### src/rtl/dtcore32_mem_pkg.sv
// Shared types for the dtcore32 unified-memory arbiter: FSM state, transaction owner
// and default bus widths.
package dtcore32_mem_pkg;

  localparam int unsigned DEFAULT_ADDR_W = 32;
  localparam int unsigned DEFAULT_DATA_W = 32;

  typedef enum logic [1:0] {
    StIdle,
    StAddr,
    StData
  } arb_state_e;

  typedef enum logic [1:0] {
    OwnerNone,
    OwnerFetch,
    OwnerData
  } owner_e;

endpackage

### src/rtl/dtcore32_arb_pick.sv
// Combinational winner select: data first, unless fetch is waiting and the data streak
// has reached its limit.
module dtcore32_arb_pick
  import dtcore32_mem_pkg::*;
(
  input  logic   i_req,
  input  logic   d_req,
  input  logic   streak_full,
  output owner_e winner
);

  always_comb begin
    winner = OwnerNone;
    if (d_req && !(i_req && streak_full)) begin
      winner = OwnerData;
    end else if (i_req) begin
      winner = OwnerFetch;
    end
  end

endmodule

### src/rtl/dtcore32_mem_arbiter.sv
// Shares one single-port memory between the dtcore32 fetch and data ports, one transaction
// outstanding at a time. Define DTCORE32_ARB_TIMEOUT_EN to add an rvalid watchdog.
module dtcore32_mem_arbiter
  import dtcore32_mem_pkg::*;
#(
  parameter int unsigned ADDR_W         = DEFAULT_ADDR_W,
  parameter int unsigned DATA_W         = DEFAULT_DATA_W,
  parameter int unsigned MAX_D_STREAK   = 4,
  parameter int unsigned TIMEOUT_CYCLES = 16
) (
  input  logic                clk_i,
  input  logic                rst_i,

  input  logic                i_req_i,
  input  logic [ADDR_W-1:0]   i_addr_i,
  output logic                i_gnt_o,
  output logic                i_rvalid_o,
  output logic [DATA_W-1:0]   i_rdata_o,
  output logic                i_err_o,

  input  logic                d_req_i,
  input  logic [ADDR_W-1:0]   d_addr_i,
  input  logic [DATA_W/8-1:0] d_wmask_i,
  input  logic [DATA_W-1:0]   d_wdata_i,
  output logic                d_gnt_o,
  output logic                d_rvalid_o,
  output logic [DATA_W-1:0]   d_rdata_o,
  output logic                d_err_o,

  output logic                m_req_o,
  output logic [ADDR_W-1:0]   m_addr_o,
  output logic [DATA_W/8-1:0] m_wmask_o,
  output logic [DATA_W-1:0]   m_wdata_o,
  input  logic                m_gnt_i,
  input  logic                m_rvalid_i,
  input  logic [DATA_W-1:0]   m_rdata_i
);

  localparam int unsigned MaskW   = DATA_W / 8;
  localparam int unsigned StreakW = $clog2(MAX_D_STREAK + 1);

  arb_state_e          state_q, state_d;
  owner_e              owner_q, owner_d;
  owner_e              winner;
  logic [StreakW-1:0]  streak_q, streak_d;
  logic [ADDR_W-1:0]   addr_q, addr_d;
  logic [MaskW-1:0]    wmask_q, wmask_d;
  logic [DATA_W-1:0]   wdata_q, wdata_d;

  logic arb_en;
  logic streak_full;
  logic in_addr;
  logic in_data;
  logic fetch_gnt;
  logic data_gnt;
  logic rsp;
  logic timeout;

  assign in_addr     = (state_q == StAddr);
  assign in_data     = (state_q == StData);
  assign streak_full = (streak_q == StreakW'(MAX_D_STREAK));

  dtcore32_arb_pick u_pick (
    .i_req       (i_req_i),
    .d_req       (d_req_i),
    .streak_full (streak_full),
    .winner      (winner)
  );

`ifdef DTCORE32_ARB_TIMEOUT_EN
  localparam int unsigned WdW = $clog2(TIMEOUT_CYCLES + 1);

  logic [WdW-1:0] wd_q;

  // Counts DATA cycles of the current transaction; leaving DATA always passes through
  // ADDR or IDLE, which clears it for the next entry.
  always_ff @(posedge clk_i) begin
    if (rst_i || !in_data) begin
      wd_q <= '0;
    end else begin
      wd_q <= wd_q + 1'b1;
    end
  end

  assign timeout = in_data && !m_rvalid_i && (wd_q == WdW'(TIMEOUT_CYCLES - 1));
`else
  logic unused_timeout_cfg;

  assign unused_timeout_cfg = ^TIMEOUT_CYCLES;
  assign timeout            = 1'b0;
`endif

  // State and request registers.
  always_ff @(posedge clk_i) begin
    if (rst_i) begin
      state_q  <= StIdle;
      owner_q  <= OwnerNone;
      streak_q <= '0;
      addr_q   <= '0;
      wmask_q  <= '0;
      wdata_q  <= '0;
    end else begin
      state_q  <= state_d;
      owner_q  <= owner_d;
      streak_q <= streak_d;
      addr_q   <= addr_d;
      wmask_q  <= wmask_d;
      wdata_q  <= wdata_d;
    end
  end

  // Next-state: arbitration happens in IDLE and on the completing cycle of DATA.
  always_comb begin
    state_d = state_q;
    owner_d = owner_q;
    addr_d  = addr_q;
    wmask_d = wmask_q;
    wdata_d = wdata_q;
    arb_en  = 1'b0;

    case (state_q)
      StIdle: arb_en = 1'b1;
      StAddr: begin
        if (m_gnt_i) begin
          state_d = StData;
        end
      end
      StData: begin
        if (m_rvalid_i) begin
          arb_en = 1'b1;
        end else if (timeout) begin
          state_d = StIdle;
          owner_d = OwnerNone;
        end
      end
      default: begin
        state_d = StIdle;
        owner_d = OwnerNone;
      end
    endcase

    if (arb_en) begin
      owner_d = winner;
      state_d = (winner == OwnerNone) ? StIdle : StAddr;
      if (winner == OwnerData) begin
        addr_d  = d_addr_i;
        wmask_d = d_wmask_i;
        wdata_d = d_wdata_i;
      end else if (winner == OwnerFetch) begin
        addr_d  = i_addr_i;
        wmask_d = '0;
        wdata_d = '0;
      end
    end

    // The streak only matters while fetch is actually waiting.
    streak_d = streak_q;
    if (!i_req_i || fetch_gnt) begin
      streak_d = '0;
    end else if (data_gnt && !streak_full) begin
      streak_d = streak_q + 1'b1;
    end
  end

  // Outputs: grants and responses are steered combinationally to the current owner.
  always_comb begin
    fetch_gnt  = in_addr && m_gnt_i && (owner_q == OwnerFetch);
    data_gnt   = in_addr && m_gnt_i && (owner_q == OwnerData);
    rsp        = in_data && (m_rvalid_i || timeout);

    m_req_o    = in_addr;
    m_addr_o   = addr_q;
    m_wmask_o  = wmask_q;
    m_wdata_o  = wdata_q;

    i_gnt_o    = fetch_gnt;
    d_gnt_o    = data_gnt;
    i_rvalid_o = rsp && (owner_q == OwnerFetch);
    d_rvalid_o = rsp && (owner_q == OwnerData);
    i_err_o    = i_rvalid_o && timeout;
    d_err_o    = d_rvalid_o && timeout;
    i_rdata_o  = (i_rvalid_o && !timeout) ? m_rdata_i : '0;
    // Writes acknowledge with zero data.
    d_rdata_o  = (d_rvalid_o && !timeout && (wmask_q == '0)) ? m_rdata_i : '0;
  end

endmodule

### config.mk
export PLATFORM = sky130hd
export DESIGN_NAME = dtcore32_mem_arbiter
export DESIGN_NICKNAME = d
export VERILOG_FILES = /design/src/rtl/dtcore32_mem_pkg.sv /design/src/rtl/dtcore32_arb_pick.sv /design/src/rtl/dtcore32_mem_arbiter.sv
export SDC_FILE = /design/constraint.sdc
export NUM_CORES = 1
export LEC_CHECK = 0
export ABC_AREA = 1
export BUFFER_PORTS_ARGS = -buffer_cell sky130_fd_sc_hd__buf_2
export CAP_MARGIN = 0
export CORE_AREA = 2 2 109 111
export DETAILED_ROUTE_END_ITERATION = 16
export DIE_AREA = 0 0 111 113
export PLACE_DENSITY_LB_ADDON = 0.05
export SLEW_MARGIN = 20
export SYNTH_ARGS = -nofsm -noshare
export SYNTH_HDL_FRONTEND = slang
export SYNTH_SLANG_ARGS = --single-unit
### constraint.sdc
create_clock -name clk_i -period 3.5 [get_ports clk_i]
set_input_delay 0.35 -clock clk_i [delete_from_list [all_inputs] [get_ports clk_i]]
set_output_delay 0.35 -clock clk_i [all_outputs]
set_load 0.01 [all_outputs]
==> impl_metrics.json, run 1 <==
{
  "wl_um": 12400,
  "cts_made_buffers": 9,
  "slew_viol_final": 0,
  "synth_top_family_by_area": "simple AND/OR/NAND/NOR gates",
  "clk_pin_slew_ns": 0.06,
  "p_sw_frac": 0.276,
  "pwr-share-seq": 0.401,
  "required_ns": 3.15,
  "worstReg2RegStart": "streak_q[0]",
  "nNetsFinal": 1023,
  "finClkSkew_ns": 0.00481,
  "dp_slack_ns": 1.15,
  "worst_slack_ns": 0.963,
  "gp_congestion": 0.876,
  "synthCells": 634,
  "synthXorXnorAreaFrac": 0,
  "synth.area.top_cells": "dfxtp_1 39%, nand2_1 21%, nor2_1 13%",
  "synthArstFlopShare": 0,
  "core_mm2": 0.0113,
  "final-setup-viol-count": 0,
  "start_kind": "flip-flop",
  "crit_path_max_fanout": 32,
  "hpwl_um": 9030,
  "power.share.clock": 0.410,
  "r2r-end": "m_wdata_o[27]",
  "h-tree-depth": 3,
  "grt_pass1_vias": 4218,
  "grt.overflow.total": 0,
  "crit_arrival_ns": 2.19,
  "place.port_buffers": 274,
  "cp_cell_sequence": "inv_1 > nand3_1 > nor2_1 > nand2_1 > nor2_1 > buf_2",
  "synth_warnings": 0,
  "clock_path_buffers": 2,
  "die_h_um": 113,
  "drcViolationCount": 0,
  "power_density_mw_per_mm2": 435,
  "fillers": 1203,
  "multi_input_area_mm2": 0.00183,
  "area_delta_synth_final_pct": 42.9,
  "met3_usage": 0.0525,
  "post_synth_num_cell_types": 23,
  "ys_seq_area_frac": 0.389,
  "synth_ff_type": "dfxtp_1",
  "criticalPathCategory": "reg -> out",
  "synth_edf_count": 0,
  "fin_crit_ns": 2.54,
  "grt_pass1_wl_um": 19900,
  "synth-seq-cells": 75,
  "reg2reg_depth": 7,
  "drtIter0Drc": 264,
  "cap_violations": 0,
  "intPower_mw": 1.73,
  "rsz0062_at_grt": "false",
  "fin_util": 0.489,
  "startpoint": "state_q[0]",
  "maxSlewHeadroom": 0.329,
  "grtUsageMet1": 0.224,
  "critPathSlowestCell": "nand2_1",
  "ir_drop_v": 0.000246,
  "drive_above_1_share": 0.338,
  "fp.dieW_um": 111,
  "tritoncts": "built",
  "die_area_mm2": 0.0125,
  "postCtsSetupBuffers": 0,
  "antenna_found_initial": 0,
  "switchingPower_mw": 0.662,
  "top_usage_layer": "met2",
  "grtUsageMet2": 0.335,
  "ioPinCount": 277,
  "ant_nets": 0,
  "drt_pass1_iterations": 4,
  "synthAdderAreaFrac": 0.00649,
  "finalCritPeriodShare": 0.725,
  "clk_latency_ns": 0.33,
  "synth_area_leader_cell": "dfxtp_1",
  "cellLeakagePower_nw": 3.27,
  "clock-sinks": 75,
  "final.setup.tns_ns": 0,
  "hp-class": "in -> reg",
  "end_kind": "primary output",
  "crit_top_cell": "nor2_1",
  "avgSynthCellArea_um2": 6.08,
  "mappedNetlistArea_mm2": 0.00386,
  "cts_hold_buf": 0,
  "grt_max_degree": 102,
  "max_freq_ghz": 0.394,
  "avgRoutedWirePerCell_um": 12.0,
  "rows": 39,
  "comb_power_share": 0.190,
  "finalHoldViolations": 0,
  "route.vias.total": 4578,
  "seqCellArea_mm2": 0.00150,
  "synth_common_cells": "214 x nand2_1, 133 x nor2_1, 75 x dfxtp_1, 75 x inv_1, 43 x a21oi_1",
  "start_util": 0.342,
  "synth_compound_area_frac": 0.0623,
  "clock-root-buffer": "clkbuf_16",
  "crit_end": "d_rdata_o[15]",
  "worstMarginPinSlew_ns": 1.01,
  "status": "finished clean",
  "synthMuxAreaShare": 0,
  "cts_resized": 0,
  "gr-usage-all-layers": 0.193,
  "vias_per_cell": 4.44,
  "yosysTopAreaCellShare": 0.389,
  "r2r_slack_ns": 1.18,
  "synth-simple-area-share": 0.403,
  "critPathMaxStageDelay_ns": 0.56,
  "n_antenna_cell": 0,
  "post-synth-top-count-cell": "nand2_1"
}
-- power by group through the flow --
stage | clock [mW] | combinational [mW] | sequential [mW]
global route | 1.05 | 0.521 | 0.967
global placement | 0 | 0.454 | 0.975
CTS | 1.01 | 0.461 | 0.959
floorplan | 0 | 0.251 | 1.01
finish | 0.981 | 0.455 | 0.959
detailed placement | 0 | 0.458 | 0.977
-- worst min path at each step --
stage                  start       endpoint  slack (ns)  cells past startpoint
2_1_floorplan    streak_q[1]    streak_q[1]        0.46                      2
3_3_place_gp    m_wdata_o[8]   m_wdata_o[8]        0.45                      2
3_5_place_dp   m_wdata_o[11]  m_wdata_o[11]        0.46                      2
4_1_cts         d_wdata_i[8]   m_wdata_o[8]        0.25                      3
5_1_grt        d_wdata_i[30]  m_wdata_o[30]        0.24                      3
6_report       d_wdata_i[20]  m_wdata_o[20]        0.26                      3
-- metal layers --
layer  wire length [um]  share of wire
met2               5980           0.48
met1               5080           0.41
met4                346          0.028
met3                952          0.077
met5                  0              0
-- kinds of logic after synthesis --
kind of cell               Yosys count
other                                1
buffers and inverters              116
and+or+nand+nor                    394
AOI/OAI and AO/OA                   46
adders and majority gates            2
DFF                                 75
-- metrics by stage --
| step | cell area, um^2 | hold slack (ns) | std cells | power, mW |
|---|---|---|---|---|
| 2_1_floorplan | 3860 | 0.457 | 635 | 1.26 |
| 3_3_place_gp | 5190 | 0.449 | 1015 | 1.43 |
| 3_5_place_dp | 5190 | 0.456 | 1015 | 1.44 |
| 4_1_cts | 5510 | 0.249 | 1030 | 2.43 |
| 5_1_grt | 5510 | 0.244 | 1030 | 2.54 |
| 6_report | 5510 | 0.258 | 1030 | 2.39 |
-- cell usage in the layout (no fill, tap or decap) --
| master | count |
|---|---|
| inv_2 | 1 |
| clkinv_2 | 1 |
| dfxtp_1 | 75 |
| ha_1 | 2 |
| o21ai_2 | 1 |
| nand2_4 | 1 |
| a21oi_2 | 1 |
| clkinv_4 | 3 |
| or2_0 | 1 |
| buf_2 | 274 |
| clkbuf_16 | 9 |
| nand3_2 | 1 |
| o21bai_1 | 1 |
| buf_4 | 3 |
| nand2_1 | 213 |
| a21oi_1 | 43 |
| nor2_4 | 1 |
| nor4_1 | 1 |
| inv_1 | 75 |
| bufinv_16 | 2 |
| nor2_1 | 133 |
| or2_2 | 1 |
| nand2_2 | 1 |
| nand3_1 | 41 |
| conb_1 | 2 |
-- cell type report --
class                   instances  share of cell area
clock inverters                 6              0.0166
repair buffers                277               0.253
inverters                      76              0.0518
flip-flops and latches         75               0.272
multi-input cells             444               0.333
well taps                     143              0.0325
clock buffers                   9              0.0409
-- state kept, by name, summed over array words and instances (netlist names) --
| register | count |
|---|---|
| streak_q | 3 |
| owner_q | 2 |
| m_wdata_o | 32 |
| m_addr_o | 32 |
| m_wmask_o | 4 |
| state_q | 2 |
-- worst max-delay path, delay by kind of cell (launching register included) --
| family | cells | cell delay [ns] |
|---|---|---|
| buf+inv | 2 | 0.32 |
| simple gates | 4 | 1.18 |
| flops | 1 | 0.34 |
(Power assumes the default switching activity.)
==> inputs of run 2 (changes only) <==
Clock period 3.5 ns to 2.2 ns, I/O delays scaled along.
==> run 2 against run 1 <==
Clock power is 72% higher. Routed wire length increased by 1.7%. Global-route usage is 0.18 points higher. Sequential cell count unchanged. Clock skew increased by 0.00053 ns. Setup slack lost 0.83 ns. Cell area increased by 2.7%. Cell count up 1.2%. Die area unchanged. Hold slack lost 0.12 ns. Largest cell class unchanged.
==> impl_metrics.json, run 2 (synthesis gave the netlist of run 1 again) <==
{
  "cellLeakagePower_nw": 3.34,
  "clock_path_buffers": 2,
  "hp-class": "in -> reg",
  "n_antenna_cell": 0,
  "vias_per_cell": 4.39,
  "status": "finished clean",
  "finalCritPeriodShare": 0.939,
  "drcViolationCount": 0,
  "required_ns": 1.98,
  "final_common_cell": "buf_2",
  "core_mm2": 0.0113,
  "start_util": 0.342,
  "nNetsFinal": 1034,
  "clk_latency_ns": 0.33,
  "grt_pass1_wl_um": 20000,
  "final.setup.tns_ns": 0,
  "rows": 39,
  "cts_hold_buf": 0,
  "startpoint": "owner_q[0]",
  "worstReg2RegStart": "streak_q[0]",
  "die_area_mm2": 0.0125,
  "clock-sinks": 75,
  "place.port_buffers": 274,
  "min_from": "d_wdata_i[4]",
  "fp.dieW_um": 111,
  "gp_congestion": 0.945,
  "ant_nets": 0,
  "cts_made_buffers": 9,
  "die_h_um": 113,
  "holdWs_ns": 0.136,
  "hpwl_um": 9390,
  "fin_crit_ns": 2.07,
  "cap_violations": 0,
  "rsz0062_at_grt": "false",
  "crit_arrival_ns": 1.85,
  "h-tree-depth": 3,
  "layout_common_cells": "274 x buf_2, 213 x nand2_1, 132 x nor2_1",
  "final-setup-viol-count": 0,
  "start_kind": "flip-flop",
  "avgRoutedWirePerCell_um": 12.1,
  "grt.overflow.total": 0,
  "finalHoldViolations": 0,
  "power_mw": 3.96,
  "max_freq_ghz": 0.484,
  "ioPinCount": 277,
  "power_density_mw_per_mm2": 700,
  "clock-root-buffer": "clkbuf_16",
  "end_kind": "primary output",
  "ir_drop_v": 0.000461,
  "wl_um": 12600,
  "antenna_found_initial": 0,
  "slew_viol_final": 0,
  "grt_pass1_vias": 4194,
  "criticalPathCategory": "reg -> out",
  "drtIter0Drc": 223,
  "area_delta_synth_final_pct": 46.7,
  "grt_max_degree": 41,
  "drive_above_1_share": 0.347,
  "finClkSkew_ns": 0.00534,
  "crit_path_max_fanout": 16,
  "route.vias.total": 4575,
  "gr-usage-all-layers": 0.195,
  "fin_util": 0.502,
  "drt_pass1_iterations": 5,
  "clk_pin_slew_ns": 0.06,
  "tritoncts": "built"
}
-- run 2: critical path, stage by stage (launching register included) --
cell        delay [ns]
dfxtp_1           0.32
inv_1             0.05
or2_2             0.31
nor2_4            0.18
clkinvlp_4        0.10
buf_4             0.20
nor2_1            0.19
buf_2             0.17
-- run 2: layout make-up --
type | count | area (um^2)
clock buffer | 12 | 246
clock inverter | 4 | 97.6
fill | 1194 | 5620
inverter | 76 | 289
multi-input combinational | 444 | 1840
sequential | 75 | 1500
tap | 143 | 179
timing repair buffer | 287 | 1490
timing repair inverter | 1 | 7.51
-- run 2: per-stage QoR --
| step | setup WS [ns] | cell area [um^2] | std cells |
|---|---|---|---|
| detailed placement | 0.279 | 5270 | 1022 |
| global route | 0.0348 | 5660 | 1042 |
| CTS | 0.0116 | 5650 | 1042 |
| floorplan | 0.675 | 3860 | 635 |
| finish | 0.135 | 5660 | 1042 |
| global placement | 0.331 | 5270 | 1022 |
-- run 2: power by group --
group	internal (mW)	leakage (nW)	switching, mW
clock network	1.14	0.163	0.548
registers	1.47	0.618	0.0543
logic	0.314	2.55	0.432
-- run 2: path summary, 6_finish.rpt --
check        slack [ns]  depth (start not counted)       endpoint
max                0.13                          7  i_rdata_o[20]
min                0.14                          3   m_wdata_o[4]
max reg2reg        0.48                          8  m_wdata_o[19]
min reg2reg        0.46                          2  m_wdata_o[13]
-- run 2: repair_timing --
action	in CTS	in global routing
buffers inserted	3	0
resized for setup	3	1
endpoints found under the hold margin	0	0
setup endpoints to repair	2	6
gates cloned	1	0
-- run 2: metal layers --
metal	track usage	vias up	wire (um)
met4	0.0642	0	254
met1	0.226	1982	5080
met2	0.341	173	6220
met3	0.0632	18	1010
li1	-	2402	-
met5	0	-	0
==> inputs of run 3 (changes only) <==
==> constraint.sdc (replaced) <==
create_clock -name clk_i -period 2.2 [get_ports clk_i]
set_input_delay 0.11 -clock clk_i [delete_from_list [all_inputs] [get_ports clk_i]]
set_output_delay 0.11 -clock clk_i [all_outputs]
set_load 0.01 [all_outputs]
==> run 3 against run 2 <==
Maximum frequency shrank 0.12%. Global-route usage grew 0.11 points. Sequential power is essentially flat. Sequential cell count is the same. Critical path depth is the same. Cell count is essentially flat. First-iteration DRC count grew 3.6%. Non-clock buffer count shrank 1. Largest cell class unchanged. Combinational power is essentially flat. Clock skew grew 0.00075 ns. Core utilization shrank 0.37 points. Clock power shrank 5%.
==> impl_metrics.json, run 3 (synthesis gave the netlist of run 1 again) <==
{
  "status": "finished clean",
  "critPathSlowestCell": "dfxtp_1",
  "clk_latency_ns": 0.33,
  "slew_viol_final": 0,
  "end_kind": "primary output",
  "intPower_mw": 2.80,
  "required_ns": 2.09,
  "route.vias.total": 4634,
  "fin_util": 0.498,
  "nNetsFinal": 1033,
  "final_common_cell": "buf_2",
  "grt_pass1_vias": 4175,
  "start_util": 0.342,
  "power.share.clock": 0.414,
  "vias_per_cell": 4.45,
  "dp_slack_ns": 0.368,
  "comb_power_share": 0.192,
  "drtIter0Drc": 231,
  "hold_end": "m_wdata_o[0]",
  "max_freq_ghz": 0.484,
  "clock_path_buffers": 2,
  "r2r-end": "m_wdata_o[16]",
  "h-tree-depth": 3,
  "drt_pass1_iterations": 4,
  "p_sw_frac": 0.275,
  "finalCritPeriodShare": 0.940,
  "cts_made_buffers": 9,
  "stdcell_area_mm2": 0.00562,
  "multi_input_area_mm2": 0.00184,
  "finClkSkew_ns": 0.00610,
  "die_h_um": 113,
  "die_area_mm2": 0.0125,
  "gp_congestion": 0.930,
  "pwr-share-seq": 0.395,
  "worstHoldPathCells": 3,
  "placed_area_mm2": 0.00526,
  "cellLeakagePower_nw": 3.32,
  "criticalPathCategory": "reg -> out",
  "place.port_buffers": 274,
  "avgRoutedWirePerCell_um": 12.4,
  "ant_nets": 0,
  "fin_crit_ns": 2.07,
  "start_kind": "flip-flop",
  "r2r_slack_ns": 0.48,
  "rows": 39,
  "rsz0062_at_grt": "false",
  "cap_violations": 0,
  "hp-class": "in -> reg",
  "critPathMaxStageDelay_ns": 0.34,
  "grt_max_degree": 41,
  "switchingPower_mw": 1.06,
  "drive_above_1_share": 0.349,
  "clk_pin_slew_ns": 0.06,
  "final-setup-viol-count": 0,
  "layout_common_cells": "274 x buf_2, 213 x nand2_1, 132 x nor2_1",
  "area_delta_synth_final_pct": 45.6,
  "finalHoldViolations": 0,
  "grt.overflow.total": 0,
  "reg2reg_depth": 8,
  "hpwl_um": 9590,
  "wl_um": 12900,
  "crit_arrival_ns": 1.96,
  "cts_hold_buf": 0,
  "min_from": "d_wdata_i[0]",
  "final.setup.tns_ns": 0,
  "fp.dieW_um": 111,
  "n_antenna_cell": 0,
  "power_density_mw_per_mm2": 688,
  "cp_cell_sequence": "inv_1 > or2_2 > nor2_2 > clkinvlp_4 > buf_4 > nor2_1 > buf_2",
  "seqCellArea_mm2": 0.00150,
  "grt_pass1_wl_um": 19900,
  "clock-sinks": 75,
  "clock-root-buffer": "clkbuf_16",
  "gr-usage-all-layers": 0.196,
  "tritoncts": "built",
  "worst_slack_ns": 0.132,
  "antenna_found_initial": 0,
  "fillers": 1208,
  "drcViolationCount": 0,
  "holdWs_ns": 0.0206,
  "core_mm2": 0.0113,
  "ir_drop_v": 0.000420,
  "ioPinCount": 277,
  "crit_path_max_fanout": 16,
  "worstReg2RegStart": "streak_q[0]"
}
==> run 3: what timing repair did <==
action | in CTS | in global routing
endpoints found under the hold margin | 0 | 0
gates resized for setup | 0 | 3
endpoints found under the setup margin | 1 | 32
pin swaps | 0 | 0
cloned | 0 | 1
buffers inserted | 0 | 2
==> run 3: critical path, delay by kind of cell, from the launching register on <==
kind / cells / cell delay [ns]
AND/OR/NAND/NOR: 3 / 0.75
flip-flops: 1 / 0.34
buffers and inverters: 4 / 0.54
==> run 3: power by group through the flow <==
stage | clock network [mW] | logic [mW] | registers [mW]
after floorplan | 0 | 0.399 | 1.60
after global placement | 0 | 0.743 | 1.55
after detailed placement | 0 | 0.750 | 1.55
after CTS | 1.65 | 0.754 | 1.53
after global routing | 1.72 | 0.846 | 1.54
final | 1.60 | 0.742 | 1.53
==> run 3: final cells by class <==
| type | count | area share |
|---|---|---|
| multi-input cells | 444 | 0.327 |
| flip-flops and latches | 75 | 0.267 |
| repair buffers | 286 | 0.262 |
| inverters | 76 | 0.0515 |
| clock buffers | 10 | 0.0426 |
| well taps | 143 | 0.0319 |
| clock inverters | 6 | 0.0158 |
| repair inverters | 1 | 0.00134 |
==> run 3: how the worst max path moves through the flow <==
stage | from | end | slack, ns | cells past startpoint
5_1_grt | state_q[0] | i_rdata_o[20] | 0.02 | 7
3_5_place_dp | state_q[0] | i_rdata_o[20] | 0.37 | 6
4_1_cts | state_q[0] | i_rdata_o[20] | -0.008 | 6
6_report | owner_q[0] | i_rdata_o[20] | 0.13 | 7
2_1_floorplan | streak_q[0] | m_wdata_o[10] | 0.78 | 8
3_3_place_gp | state_q[0] | i_rdata_o[20] | 0.44 | 6
==> run 3: through the flow <==
step / power (mW) / instances
global route: 4.10 / 1041
floorplan: 2.00 / 635
CTS: 3.93 / 1038
detailed placement: 2.31 / 1022
finish: 3.87 / 1041
global placement: 2.29 / 1022
==> run 3: metal layers <==
layer	share of wire	global-route usage	vias up	routed length [um]
met4	0.017	0.0675	0	216
met3	0.080	0.0627	16	1030
met2	0.50	0.353	179	6420
met1	0.40	0.218	2038	5200
li1	-	-	2401	-
met5	0	0	-	0
